`config.mk`:
```
export PLATFORM = sky130hd
export DESIGN_NAME = car_drive_controller_flat
export DESIGN_NICKNAME = d
export VERILOG_FILES = /design/src/rtl/car_drive_controller_if.sv /design/src/rtl/car_drive_controller.sv /design/src/flat_wrapper.sv
export SDC_FILE = /design/constraint.sdc
export NUM_CORES = 1
export LEC_CHECK = 0
export CAP_MARGIN = 20
export CELL_PAD_IN_SITES_DETAIL_PLACEMENT = 1
export CELL_PAD_IN_SITES_GLOBAL_PLACEMENT = 1
export CORE_AREA = 2 2 128 130
export CTS_CLUSTER_SIZE = 14
export DETAILED_ROUTE_END_ITERATION = 10
export DIE_AREA = 0 0 130 132
export GPL_TIMING_DRIVEN = 0
export PLACE_DENSITY = 0.81
export SKIP_CTS_REPAIR_TIMING = 1
export SLEW_MARGIN = 20
export SYNTH_ARGS = -nofsm -noshare
export SYNTH_HDL_FRONTEND = slang
export SYNTH_SLANG_ARGS = --single-unit
```
`constraint.sdc`:
```
create_clock -name sys_clk -period 2.57 [get_ports sys_clk]
set_input_delay 0.771 -clock sys_clk [delete_from_list [all_inputs] [get_ports sys_clk]]
set_output_delay 0.771 -clock sys_clk [all_outputs]
set_load 0.03 [all_outputs]
```
`src/rtl/car_drive_controller_if.sv`:
```
// ---------------------------------------------------------------------------
// car_drive_controller_if
// Purpose : bundles the board-side buttons/switches and the status outputs of
//           the car drive controller so they travel as one port.
// Signals :
//   power_btn, mode_btn, left_btn, right_btn : raw push buttons, active-high
//   clutch, throttle, brake, reverse         : slide switches (1 = engaged)
//   power_state  : 1 = powered on
//   driving_mode : 00 manual, 01 semi-auto, 10 auto
//   car_state    : 00 NOT_STARTING, 01 STARTING, 10 MOVING
//   turn_show    : [1] left indicator, [0] right indicator
//   mileage      : completed mileage ticks, binary
// Modports: master = board/stimulus side, slave = controller side.
// ---------------------------------------------------------------------------
interface car_drive_controller_if;
  logic        power_btn;
  logic        mode_btn;
  logic        left_btn;
  logic        right_btn;
  logic        clutch;
  logic        throttle;
  logic        brake;
  logic        reverse;
  logic        power_state;
  logic [1:0]  driving_mode;
  logic [1:0]  car_state;
  logic [1:0]  turn_show;
  logic [15:0] mileage;

  modport master (
    output power_btn, mode_btn, left_btn, right_btn,
    output clutch, throttle, brake, reverse,
    input  power_state, driving_mode, car_state, turn_show, mileage
  );

  modport slave (
    input  power_btn, mode_btn, left_btn, right_btn,
    input  clutch, throttle, brake, reverse,
    output power_state, driving_mode, car_state, turn_show, mileage
  );
endinterface

```
`src/rtl/car_drive_controller.sv`:
```
// ---------------------------------------------------------------------------
// car_drive_controller
// Purpose : central sequencing FSM of the car demo. Debounces the four push
//           buttons, sequences power / driving mode / manual car state from
//           the clutch, throttle, brake and reverse switches, drives the turn
//           indicators and accumulates mileage while moving.
// Ports   :
//   sys_clk : 100 MHz system clock, all state updates on its rising edge
//   rst     : synchronous active-high reset
//   bus     : car_drive_controller_if.slave (buttons/switches in, status out)
// Params  :
//   DEBOUNCE_CYCLES : stable raw samples needed before a button level is taken
//   MILE_TICK       : MOVING cycles per mileage increment
// ---------------------------------------------------------------------------
module car_drive_controller #(
  parameter int DEBOUNCE_CYCLES = 2_000_000,
  parameter int MILE_TICK       = 100_000_000
) (
  input logic                   sys_clk,
  input logic                   rst,
  car_drive_controller_if.slave bus
);

  typedef enum logic [1:0] {
    NOT_STARTING = 2'b00,
    STARTING     = 2'b01,
    MOVING       = 2'b10
  } car_state_e;

  typedef enum logic [1:0] {
    MANUAL    = 2'b00,
    SEMI_AUTO = 2'b01,
    AUTO      = 2'b10
  } drive_mode_e;

  localparam int DB_W = (DEBOUNCE_CYCLES > 1) ? $clog2(DEBOUNCE_CYCLES) : 1;
  localparam logic [DB_W-1:0] DB_LAST = DB_W'(DEBOUNCE_CYCLES - 1);
  localparam int PS_W = (MILE_TICK > 1) ? $clog2(MILE_TICK) : 1;
  localparam logic [PS_W-1:0] PS_LAST = PS_W'(MILE_TICK - 1);

  // Button index order: 3 power, 2 mode, 1 left, 0 right.
  logic [3:0]      raw;
  logic [3:0]      level_q;
  logic [3:0]      press_q;
  logic [DB_W-1:0] cnt_q [4];

  logic            power_q;
  drive_mode_e     mode_q;
  car_state_e      car_q;
  logic [1:0]      turn_q;
  logic            rev_q;
  logic [PS_W-1:0] presc_q;
  logic            tick_q;
  logic [15:0]     mileage_q;

  logic rev_edge;
  logic stall;

  assign raw = {bus.power_btn, bus.mode_btn, bus.left_btn, bus.right_btn};

  // Debounce: a counter per button runs while the raw level differs from the
  // accepted level and restarts whenever they agree. The accepted level only
  // flips after DEBOUNCE_CYCLES consecutive differing samples, and the press
  // pulse fires on exactly that cycle for a 0->1 flip, so a held button
  // yields a single pulse.
  always_ff @(posedge sys_clk) begin
    if (rst) begin
      level_q <= '0;
      press_q <= '0;
      for (int i = 0; i < 4; i++) cnt_q[i] <= '0;
    end else begin
      for (int i = 0; i < 4; i++) begin
        press_q[i] <= 1'b0;
        if (raw[i] == level_q[i]) begin
          cnt_q[i] <= '0;
        end else if (cnt_q[i] == DB_LAST) begin
          cnt_q[i]   <= '0;
          level_q[i] <= raw[i];
          press_q[i] <= raw[i];
        end else begin
          cnt_q[i] <= cnt_q[i] + DB_W'(1);
        end
      end
    end
  end

  // A reverse toggle is seen against last cycle's sampled level.
  assign rev_edge = bus.reverse ^ rev_q;

  // Conditions that kill the engine in manual mode: throttle without clutch
  // from standstill, or a gear reversal without clutch while moving.
  assign stall = (mode_q == MANUAL) && !bus.clutch &&
                 (((car_q == NOT_STARTING) && bus.throttle) ||
                  ((car_q == MOVING) && rev_edge));

  // Main sequencer. Power press beats everything; a stall pre-empts mode and
  // turn updates in the same cycle. Car state is only evaluated in manual
  // mode and is pinned to NOT_STARTING in the automatic modes.
  always_ff @(posedge sys_clk) begin
    if (rst) begin
      power_q <= 1'b0;
      mode_q  <= MANUAL;
      car_q   <= NOT_STARTING;
      turn_q  <= 2'b00;
      rev_q   <= 1'b0;
    end else begin
      rev_q <= bus.reverse;
      if (press_q[3]) begin
        power_q <= ~power_q;
        car_q   <= NOT_STARTING;
        turn_q  <= 2'b00;
      end else if (power_q) begin
        if (stall) begin
          power_q <= 1'b0;
          car_q   <= NOT_STARTING;
          turn_q  <= 2'b00;
        end else begin
          if (press_q[2] && (car_q == NOT_STARTING)) begin
            case (mode_q)
              MANUAL:    mode_q <= SEMI_AUTO;
              SEMI_AUTO: mode_q <= AUTO;
              default:   mode_q <= MANUAL;
            endcase
          end

          if (press_q[1] && press_q[0]) begin
            turn_q <= 2'b00;
          end else if (press_q[1]) begin
            turn_q <= turn_q[1] ? 2'b00 : 2'b10;
          end else if (press_q[0]) begin
            turn_q <= turn_q[0] ? 2'b00 : 2'b01;
          end

          if (mode_q != MANUAL) begin
            car_q <= NOT_STARTING;
          end else begin
            case (car_q)
              NOT_STARTING: begin
                if (bus.throttle && bus.clutch && !bus.brake) car_q <= STARTING;
              end
              STARTING: begin
                if (bus.brake)                         car_q <= NOT_STARTING;
                else if (bus.throttle && !bus.clutch)  car_q <= MOVING;
              end
              MOVING: begin
                if (bus.brake)                         car_q <= NOT_STARTING;
                else if (bus.clutch || !bus.throttle)  car_q <= STARTING;
              end
              default: car_q <= NOT_STARTING;
            endcase
          end
        end
      end
    end
  end

  // Mileage: the prescaler only advances while MOVING and keeps its partial
  // count otherwise; the odometer bumps the cycle after the prescaler wraps.
  // Power-off does not clear the odometer, only rst does.
  always_ff @(posedge sys_clk) begin
    if (rst) begin
      presc_q   <= '0;
      tick_q    <= 1'b0;
      mileage_q <= '0;
    end else begin
      tick_q <= 1'b0;
      if (car_q == MOVING) begin
        if (presc_q == PS_LAST) begin
          presc_q <= '0;
          tick_q  <= 1'b1;
        end else begin
          presc_q <= presc_q + PS_W'(1);
        end
      end
      if (tick_q) mileage_q <= mileage_q + 16'd1;
    end
  end

  assign bus.power_state  = power_q;
  assign bus.driving_mode = mode_q;
  assign bus.car_state    = car_q;
  assign bus.turn_show    = turn_q;
  assign bus.mileage      = mileage_q;

endmodule

```
`src/flat_wrapper.sv`:
```
// flat-port wrapper written by rule: the top's interface ports become plain ports
module car_drive_controller_flat 
#(
  parameter int DEBOUNCE_CYCLES = 2_000_000,
  parameter int MILE_TICK       = 100_000_000
)
  (sys_clk, rst, bus_power_btn, bus_mode_btn, bus_left_btn, bus_right_btn, bus_clutch, bus_throttle, bus_brake, bus_reverse, bus_power_state, bus_driving_mode, bus_car_state, bus_turn_show, bus_mileage);
  car_drive_controller_if bus_i ();
  input logic sys_clk;
  input logic rst;
  input wire logic [$bits(bus_i.power_btn)-1:0] bus_power_btn;
  input wire logic [$bits(bus_i.mode_btn)-1:0] bus_mode_btn;
  input wire logic [$bits(bus_i.left_btn)-1:0] bus_left_btn;
  input wire logic [$bits(bus_i.right_btn)-1:0] bus_right_btn;
  input wire logic [$bits(bus_i.clutch)-1:0] bus_clutch;
  input wire logic [$bits(bus_i.throttle)-1:0] bus_throttle;
  input wire logic [$bits(bus_i.brake)-1:0] bus_brake;
  input wire logic [$bits(bus_i.reverse)-1:0] bus_reverse;
  output wire logic [$bits(bus_i.power_state)-1:0] bus_power_state;
  output wire logic [$bits(bus_i.driving_mode)-1:0] bus_driving_mode;
  output wire logic [$bits(bus_i.car_state)-1:0] bus_car_state;
  output wire logic [$bits(bus_i.turn_show)-1:0] bus_turn_show;
  output wire logic [$bits(bus_i.mileage)-1:0] bus_mileage;
  assign bus_i.power_btn = bus_power_btn;
  assign bus_i.mode_btn = bus_mode_btn;
  assign bus_i.left_btn = bus_left_btn;
  assign bus_i.right_btn = bus_right_btn;
  assign bus_i.clutch = bus_clutch;
  assign bus_i.throttle = bus_throttle;
  assign bus_i.brake = bus_brake;
  assign bus_i.reverse = bus_reverse;
  assign bus_power_state = bus_i.power_state;
  assign bus_driving_mode = bus_i.driving_mode;
  assign bus_car_state = bus_i.car_state;
  assign bus_turn_show = bus_i.turn_show;
  assign bus_mileage = bus_i.mileage;
  car_drive_controller #(.DEBOUNCE_CYCLES(DEBOUNCE_CYCLES), .MILE_TICK(MILE_TICK)) u_core (.sys_clk(sys_clk), .rst(rst), .bus(bus_i));
endmodule
```
======== Yosys cells after proc, flatten, opt, wreduce, memory -nomap -nowiden ========
Memories as Yosys holds them, arrays and structs flattened.
Cells that the tools add are included.
word-level totals
  bits in registers ....................... 60
  latch bits .............................. 0
  RAM bits ................................ 84
  memory bits (read-only) ................. 0
  bits of input ports ..................... 10
  output and inout bits ................... 23
  word-level logic and storage cells ...... 172
  memories kept ........................... 1
memory list
  name          words  bits a word  read ports  clocked after memory_dff  write ports  line                        RTL
  u_core.cnt_q  4      21           4           0                         4            car_drive_controller.sv:45  logic [DB_W-1:0] cnt_q [4];
cells by class
  $add $sub $neg .......................... 6
  multipliers ............................. 0
  divide/modulo/power cells ............... 0
  $lt $le $gt $ge ......................... 0
  eq/ne operators ......................... 15
  shift operators ......................... 0
  multiplexer cells ....................... 78
  bitwise operators ....................... 25
  reduce and logical (&&, ||, !) cells .... 31
operators with widths
  cell                                            count
  2-to-1 mux 21 bit                               12
  adder 21 x 1 -> 21 bit (second input constant)  4
  == test 21 bit (second input constant)          4
  2-to-1 mux 1 bit                                51
  adder 27 x 1 -> 27 bit (second input constant)  1
  == test 27 bit (second input constant)          1
  2-to-1 mux 27 bit                               1
  2-to-1 mux 2 bit                                12
  adder 16 x 1 -> 16 bit (second input constant)  1
  NOT 1 bit                                       12
  bitwise OR 1 bit                                12
  OR reduction 3 bit                              4
  AND reduction 2 bit                             5
  logical AND 1 bit                               9
  AND reduction 4 bit                             2
  case mux 2 bit (3 select lines)                 1
  != test 5 x 2 -> 1 bit (second input constant)  1
  != test 5 x 4 -> 1 bit (second input constant)  1
  == test 1 bit                                   4
  == test 2 x 1 -> 1 bit (second input constant)  2
  logical NOT 2 bit                               2
  != test 4 x 3 -> 1 bit (second input constant)  1
  case mux 2 bit (2 select lines)                 1
  nonzero test 4 bit                              1
  6 further kinds                                 10

======== Longest topological paths before layout ========
Gate-level depths: netlist of run 1.
An unclocked memory read counts as a cell.
  depth in word-level cells ............... 8
  gate-level depth with buffers ........... 7
  gate-level depth less buffers ........... 5

======== Worst setup path after synthesis of run 1 ========
Ideal clock, no wire load.
  kind .................................... register to register
  start ................................... memory u_core.cnt_q[0][12] in the netlist's numbering
  end ..................................... memory u_core.cnt_q[0][1] in the netlist's numbering, data pin
  setup time .............................. 255 ps
  data arrival time ....................... 1998 ps
  required time ........................... 2315 ps
  setup slack ............................. 316 ps
  stages on the path, launching flop included .. 5
  buffers on the path ..................... 0
  period minus slack after synthesis ...... 2254 ps
  cells stage by stage .................... edfxtp_1 > or4b_1 > or4_4 > or3_1 > and3_1
RTL lines
  element             line
  start: declaration  car_drive_controller.sv:45

==> results.yml, run 1 <==
die:
  row_count: 46
  dieArea_sq_um: 17160
  pin_count: 33
  die_x_um: 130
  start_util: 0.4734
  die_h_um: 132
  core_sq_um: 15710
timing:
  setup_ws_ps: 71.28
  fin_skew_ps: 14.69
  period_share: 0.9723
  max-slew-margin-rel: 0.6238
  setup_violations: 0
  maxSlewViolCount: 0
  fin_crit_ps: 2499
  setup_tns_ps: 0
  tightest_slew_ps: 564.2
  timing.hold.ws_ps: 499.7
  rsz0062_at_grt: "false"
  fmax_mhz: 400.2
  hold_viol_final: 0
clock_network:
  cts_htree_levels: 4
  cts_tree: "built"
  insertion_delay_ps: 430
  numCtsBuffers: 17
  clkSinkCount: 144
  cts.path.max_buffers: 2
  root_buffer: "clkbuf_16"
  clk_pin_slew_worst_paths_ps: 60
routing:
  vias: 6243
  wl_per_cell_um: 16.23
  avgViaCountPerCell: 5.515
  drt_iter0_drc: 338
  antenna_violating_nets_post_route: 0
  wirelength_um: 18370
  route.detailed.drc: 0
  drt_pass1_iterations: 4
logic_synthesis:
  synth_seq_cells: 144
  synth_top_area_share: 0.3391
  synth-simple-area-share: 0.2804
  synth_edf_count: 84
  synthMuxAreaShare: 0.005719
  yosysWarnings: 0
  ys_top_cells_by_area: "edfxtp_1 (34%), dfxtp_1 (16%), xor2_1 (4.8%)"
  synthAdderAreaFrac: 0.01009
  synth_area_per_cell_sq_um: 9.660
  syn_area_sq_um: 7438
  ys_types: 49
  ys_seq_area_frac: 0.5006
  yosys.area.top_type: "edfxtp_1"
  async_reset_ff_frac: 0
  syn_inst: 770
  synth_compound_area_frac: 0.09790
  synthFlopType: "edfxtp_1"
  synth-xor-area-share: 0.08242
  synth_top_family_by_area: "simple AND/OR/NAND/NOR gates"
global_route:
  use_met2: 0.4063
  met1_usage: 0.2667
  grt_pass1_vias: 6593
  grtUsageMet3: 0.05195
  grt_max_degree: 17
  grt_remaining_overflow: 0
  busiest_layer: "met2"
  grt_pass1_wl_um: 31320
  grtUsageTotal: 0.2276
  antenna_found_initial: 0
layout:
  syn_to_final_growth_pct: 20.12
  nets: 919
  drive_above_1_share: 0.05022
  fillers: 1826
  antenna_cells: 0
  stdcell_count: 1132
  postLayoutCoreUtil: 0.5686
outcome:
  status: "finished clean"
critical_path:
  cp-end-kind: "flip-flop"
  crit_path_max_incr_delay_ps: 560
  worst-setup-path-type: "reg2reg"
  slowest_stage: "or4b_1"
  r2r_end: "u_core.cnt_q[0][4]$_SDFFCE_PN0P_"
  crit_fanout: 10
  required_ps: 2750
  rr_startpoint: "u_core.cnt_q[0][12]$_SDFFCE_PN0P_"
  arrival_ps: 2670
  start_kind: "flip-flop"
  reg2reg_depth: 5
  timing.critical_path.cells: "or4b_1, or4_4, o31ai_1, clkbuf_4, nor2_1"
  regToRegSetupSlack_ps: 70
flow_run:
  cap_violations: 0
placed_design:
  dp_hpwl_um: 13260
  io_buffers: 31
  place_congestion: 0.7927
  placed_cells: 1100
  place_ws_ps: -34.96
power_and_ir_drop:
  p_leak_nw: 3.004
  pwr_density_cell_nw_per_um2: 587.4
  ir_drop_mv: 0.5022
hold_path:
  hp-class: "reg2reg"
  min_to: "u_core.presc_q[16]$_SDFFE_PP0N_"
  hp-start: "u_core.presc_q[16]$_SDFFE_PP0N_"
  worstHoldPathCells: 2
## cell families after synthesis
group                    Yosys count
XOR/XNOR                          70
flip-flops                       144
adder cells (fa/ha/maj)            6
other                              1
buffers and inverters             43
AND/OR/NAND/NOR                  375
multiplexers                       4
AO/OA/AOI/OAI                    127
## critical path, delay by kind of cell, from the launching register on
family	cells	cell delay [ps]
buf+inv	1	280
flops	1	490
compound gates	1	330
simple gates	3	1150
## per-stage QoR
step | total power, mW | cell area, sq um
6_report | 5.248 | 8935
5_1_grt | 5.431 | 8935
4_1_cts | 5.285 | 8916
3_5_place_dp | 2.870 | 8330
3_3_place_gp | 2.851 | 8330
2_1_floorplan | 2.784 | 7750
## Yosys cell counts, types with 2 or more instances
| master | n |
|---|---|
| and2_1 | 6 |
| nor2_1 | 90 |
| ha_1 | 6 |
| nand3_1 | 45 |
| nor3_1 | 8 |
| nor4b_1 | 8 |
| and3_1 | 16 |
| a21oi_1 | 59 |
| nand2_1 | 46 |
| o211ai_1 | 2 |
| buf_2 | 4 |
| nor3b_1 | 3 |
| o31ai_1 | 22 |
| mux2_2 | 2 |
| inv_1 | 15 |
| or3_1 | 32 |
| nand2b_1 | 4 |
| dfxtp_1 | 60 |
| o21ai_0 | 37 |
| edfxtp_1 | 84 |
| nor4_1 | 8 |
| clkbuf_1 | 22 |
| buf_1 | 2 |
| nand4b_1 | 2 |
| nand4_1 | 42 |
| or4_1 | 25 |
| xor2_1 | 41 |
| mux2i_1 | 2 |
| or2_2 | 2 |
| and4_1 | 22 |
| nor2b_1 | 7 |
| xnor2_1 | 29 |
## per-layer routing
layer,vias to the layer above,part of all wire
li1,3081,-
met1,3075,0.43
met2,63,0.52
met3,24,0.029
met4,0,0.016
met5,-,0
## worst max-delay path by stage
| stage | slack (ps) | startpoint | endpoint |
|---|---|---|---|
| final | 70 | u_core.cnt_q[0][12]$_SDFFCE_PN0P_ | u_core.cnt_q[0][4]$_SDFFCE_PN0P_ |
| after global routing | 3 | u_core.cnt_q[0][12]$_SDFFCE_PN0P_ | u_core.cnt_q[0][7]$_SDFFCE_PN0P_ |
| after CTS | -50 | u_core.bus.car_state[1]$_SDFFE_PP0P_ | u_core.presc_q[10]$_SDFFE_PP0N_ |
| after detailed placement | -30 | u_core.bus.car_state[1]$_SDFFE_PP0P_ | u_core.presc_q[1]$_SDFFE_PP0N_ |
| after global placement | 60 | u_core.bus.car_state[1]$_SDFFE_PP0P_ | u_core.presc_q[0]$_SDFFE_PP0N_ |
| after floorplan | 320 | u_core.cnt_q[0][12]$_SDFFCE_PN0P_ | u_core.cnt_q[0][1]$_SDFFCE_PN0P_ |
## registers in the layout, summed over array words and instances, names as in the netlist
name                     cells
u_core.bus.power_state       1
u_core.presc_q              27
u_core.press_q               4
u_core.bus.driving_mode      2
u_core.level_q               4
u_core.bus.car_state         2
u_core.bus.turn_show         2
u_core.cnt_q                84
u_core.bus.mileage          16
u_core.tick_q                1
u_core.rev_q                 1
## where the power goes
group          switching, mW  internal, mW  total, mW  leakage (nW)
Clock                  0.922          1.49       2.41         0.296
Sequential            0.0845          2.52       2.61          1.35
Combinational          0.144        0.0822      0.226          1.36
Total                   1.15          4.10       5.25          3.00
## cells in the final DEF, fill, tap and decap left out, types with 18 or more instances in the layout
master / n
dfxtp_1: 60
or3_1: 32
clkbuf_16: 18
o21ai_0: 37
nand4_1: 42
and4_1: 22
o31ai_1: 22
xnor2_1: 29
xor2_1: 41
nand3_1: 45
nand2_1: 46
edfxtp_1: 84
a21oi_1: 59
conb_1: 84
nor2_1: 90
or4_1: 25
clkdlybuf4s50_1: 31
clkbuf_1: 22
## cell type report
cell class	instances	area (sq um)	share of cell area
Clock inverter	3	16.27	0.001820
Clock buffer	29	569.3	0.06372
Timing Repair Buffer	31	310.3	0.03473
Inverter	15	56.30	0.006302
Sequential cell	144	3724	0.4167
Tap cell	216	270.3	0.03025
Buffer	28	117.6	0.01316
Multi-Input combinational cell	666	3871	0.4333
Note: power is estimated with default switching activity, not from simulation.
==> inputs of run 2 (changes only) <==
--- a/config.mk
+++ b/config.mk
@@ -8,10 +8,10 @@
 export CAP_MARGIN = 20
 export CELL_PAD_IN_SITES_DETAIL_PLACEMENT = 1
 export CELL_PAD_IN_SITES_GLOBAL_PLACEMENT = 1
-export CORE_AREA = 2 2 128 130
+export CORE_AREA = 10 10 136 138
 export CTS_CLUSTER_SIZE = 14
 export DETAILED_ROUTE_END_ITERATION = 10
-export DIE_AREA = 0 0 130 132
+export DIE_AREA = 0 0 146 148
 export GPL_TIMING_DRIVEN = 0
 export PLACE_DENSITY = 0.81
 export SKIP_CTS_REPAIR_TIMING = 1
==> run 2 against run 1 <==
Fmax is 2.9% higher. Worst hold slack worse by 2.9 ps. Highest routed layer unchanged. Utilization is 0.21 points higher. Largest cell class unchanged. Flip-flop and latch count stayed put. Critical endpoint is now bus_mileage[11]. Combinational power is 4% higher. Via count is 1.4% higher. Clock-buffer cell count is 2 lower. Global-route usage is 4.3 points lower.
==> results.yml, run 2 (synthesis results as in run 1) <==
critical_path:
  slowest_stage: "clkdlybuf4s50_1"
  timing.critical_path.cells: "clkdlybuf4s50_1"
  worst-setup-path-type: "reg2out"
  start_kind: "flip-flop"
  crit_fanout: 6
  path_buf_inv: 1
  required_ps: 1800
  path_delay_family: "buffers and inverters"
  arrival_ps: 1660
  crit_path_max_incr_delay_ps: 740
  cp-end-kind: "primary output"
global_route:
  grt_max_degree: 17
  grtUsageTotal: 0.1843
  antenna_found_initial: 0
  grt_pass1_vias: 6774
  grt_remaining_overflow: 0
  grt_pass1_wl_um: 33090
die:
  pin_count: 33
  row_count: 46
  dieArea_sq_um: 21610
  die_h_um: 148
  core_sq_um: 15710
  die_x_um: 146
  start_util: 0.4734
clock_network:
  cts_htree_levels: 4
  cts_tree: "built"
  clkSinkCount: 144
  clk_pin_slew_worst_paths_ps: 60
  root_buffer: "clkbuf_16"
  cts.path.max_buffers: 2
  numCtsBuffers: 17
  insertion_delay_ps: 430
power_and_ir_drop:
  finalPower_mw: 5.193
  p_leak_nw: 3.019
  pwr_density_cell_nw_per_um2: 579.1
  ir_drop_mv: 0.4884
layout:
  syn_to_final_growth_pct: 20.57
  multi_input_area_sq_um: 3885
  antenna_cells: 0
  seqCellArea_sq_um: 3724
  drive_above_1_share: 0.05423
  largest_reg_flops: 84
  final_cell_mix: "nor2_1 (90), edfxtp_1 (84), conb_1 (84)"
  final_area_sq_um: 8969
  fillers: 1828
  top_register: "u_core.cnt_q"
  layout_commonest_cell: "nor2_1"
  nets: 925
timing:
  maxSlewViolCount: 0
  fmax_mhz: 411.9
  tightest_slew_ps: 627.7
  fin_skew_ps: 6.758
  max-slew-margin-rel: 0.5815
  setup_tns_ps: 0
  hold_viol_final: 0
  period_share: 0.9447
  setup_violations: 0
  fin_crit_ps: 2428
placed_design:
  dp_hpwl_um: 13650
  place_congestion: 0.8217
  io_buffers: 31
  place_area_sq_um: 8330
routing:
  route.detailed.drc: 0
  wl_per_cell_um: 17.06
  vias: 6330
  drt_pass1_iterations: 6
  antenna_violating_nets_post_route: 0
  avgViaCountPerCell: 5.562
  drt_iter0_drc: 403
  wirelength_um: 19420
outcome:
  status: "finished clean"
hold_path:
  hp-class: "reg2reg"
flow_run:
  cap_violations: 0
[run 2: cell types whose count changed in the layout (fill, tap and decap cells not counted), sizes merged]
cell / previous run / this run
clkinv: 2 / 5
inv: 16 / 15
buf: 5 / 11
clkbuf: 52 / 50
[run 2: through the flow]
| step | hold slack (ps) | setup WS (ps) | std cells | util |
|---|---|---|---|---|
| 2_1_floorplan | 430.1 | 316.4 | 853 | - |
| 3_3_place_gp | 460.6 | 55.47 | 1100 | 0.5302 |
| 3_5_place_dp | 485.8 | -160.5 | 1100 | 0.5302 |
| 4_1_cts | 493.9 | -195.2 | 1132 | 0.5660 |
| 5_1_grt | 518.8 | -0.3846 | 1138 | 0.5708 |
| 6_report | 496.8 | 142.2 | 1138 | 0.5708 |
[run 2: worst register-to-register path: cells and delay by family, from the launching register on]
kind / cells / cell delay [ps]
AO/OA/AOI/OAI: 1 / 310
buffers and inverters: 1 / 260
AND/OR/NAND/NOR: 3 / 1150
flip-flops: 1 / 460
[run 2: per-layer routing]
| metal | vias to the layer above | share of wire | global-route usage |
|---|---|---|---|
| met1 | 3152 | 0.42 | 0.2043 |
| met5 | - | 0 | 0 |
| met4 | 0 | 0.015 | 0.06256 |
| li1 | 3080 | - | - |
| met3 | 22 | 0.033 | 0.04151 |
| met2 | 76 | 0.53 | 0.3400 |
[run 2: final cells by class]
cell class,count,share of cell area
multi-input combinational,666,0.4332
sequential,144,0.4152
inverter,15,0.006278
clock inverter,5,0.002790
buffer,28,0.01283
timing repair buffer,37,0.03962
tap,216,0.03013
clock buffer,27,0.05999
[run 2: worst paths after layout]
| kind | cells past startpoint | to | startpoint | slack, ps |
|---|---|---|---|---|
| max | 1 | bus_mileage[11] | u_core.bus.mileage[11]$_SDFFE_PP0P_ | 140 |
| min | 2 | u_core.presc_q[16]$_SDFFE_PP0N_ | u_core.presc_q[16]$_SDFFE_PP0N_ | 500 |
| max reg2reg | 5 | u_core.cnt_q[0][4]$_SDFFCE_PN0P_ | u_core.cnt_q[0][11]$_SDFFCE_PN0P_ | 150 |
| min reg2reg | 2 | u_core.presc_q[16]$_SDFFE_PP0N_ | u_core.presc_q[16]$_SDFFE_PP0N_ | 500 |
[run 2: power by group]
group	total [mW]	switching [mW]	internal, mW
clock	2.35	0.927	1.42
combinational	0.236	0.148	0.0878
sequential	2.61	0.0840	2.52
total	5.19	1.16	4.03
==> inputs of run 3 (changes only) <==
--- a/config.mk
+++ b/config.mk
@@ -15,7 +15,6 @@
 export GPL_TIMING_DRIVEN = 0
 export PLACE_DENSITY = 0.81
 export SKIP_CTS_REPAIR_TIMING = 1
-export SLEW_MARGIN = 20
 export SYNTH_ARGS = -nofsm -noshare
 export SYNTH_HDL_FRONTEND = slang
 export SYNTH_SLANG_ARGS = --single-unit
==> results of run 3 <==
Same layout as run 2: the final DEF is identical, and so are final timing and power.
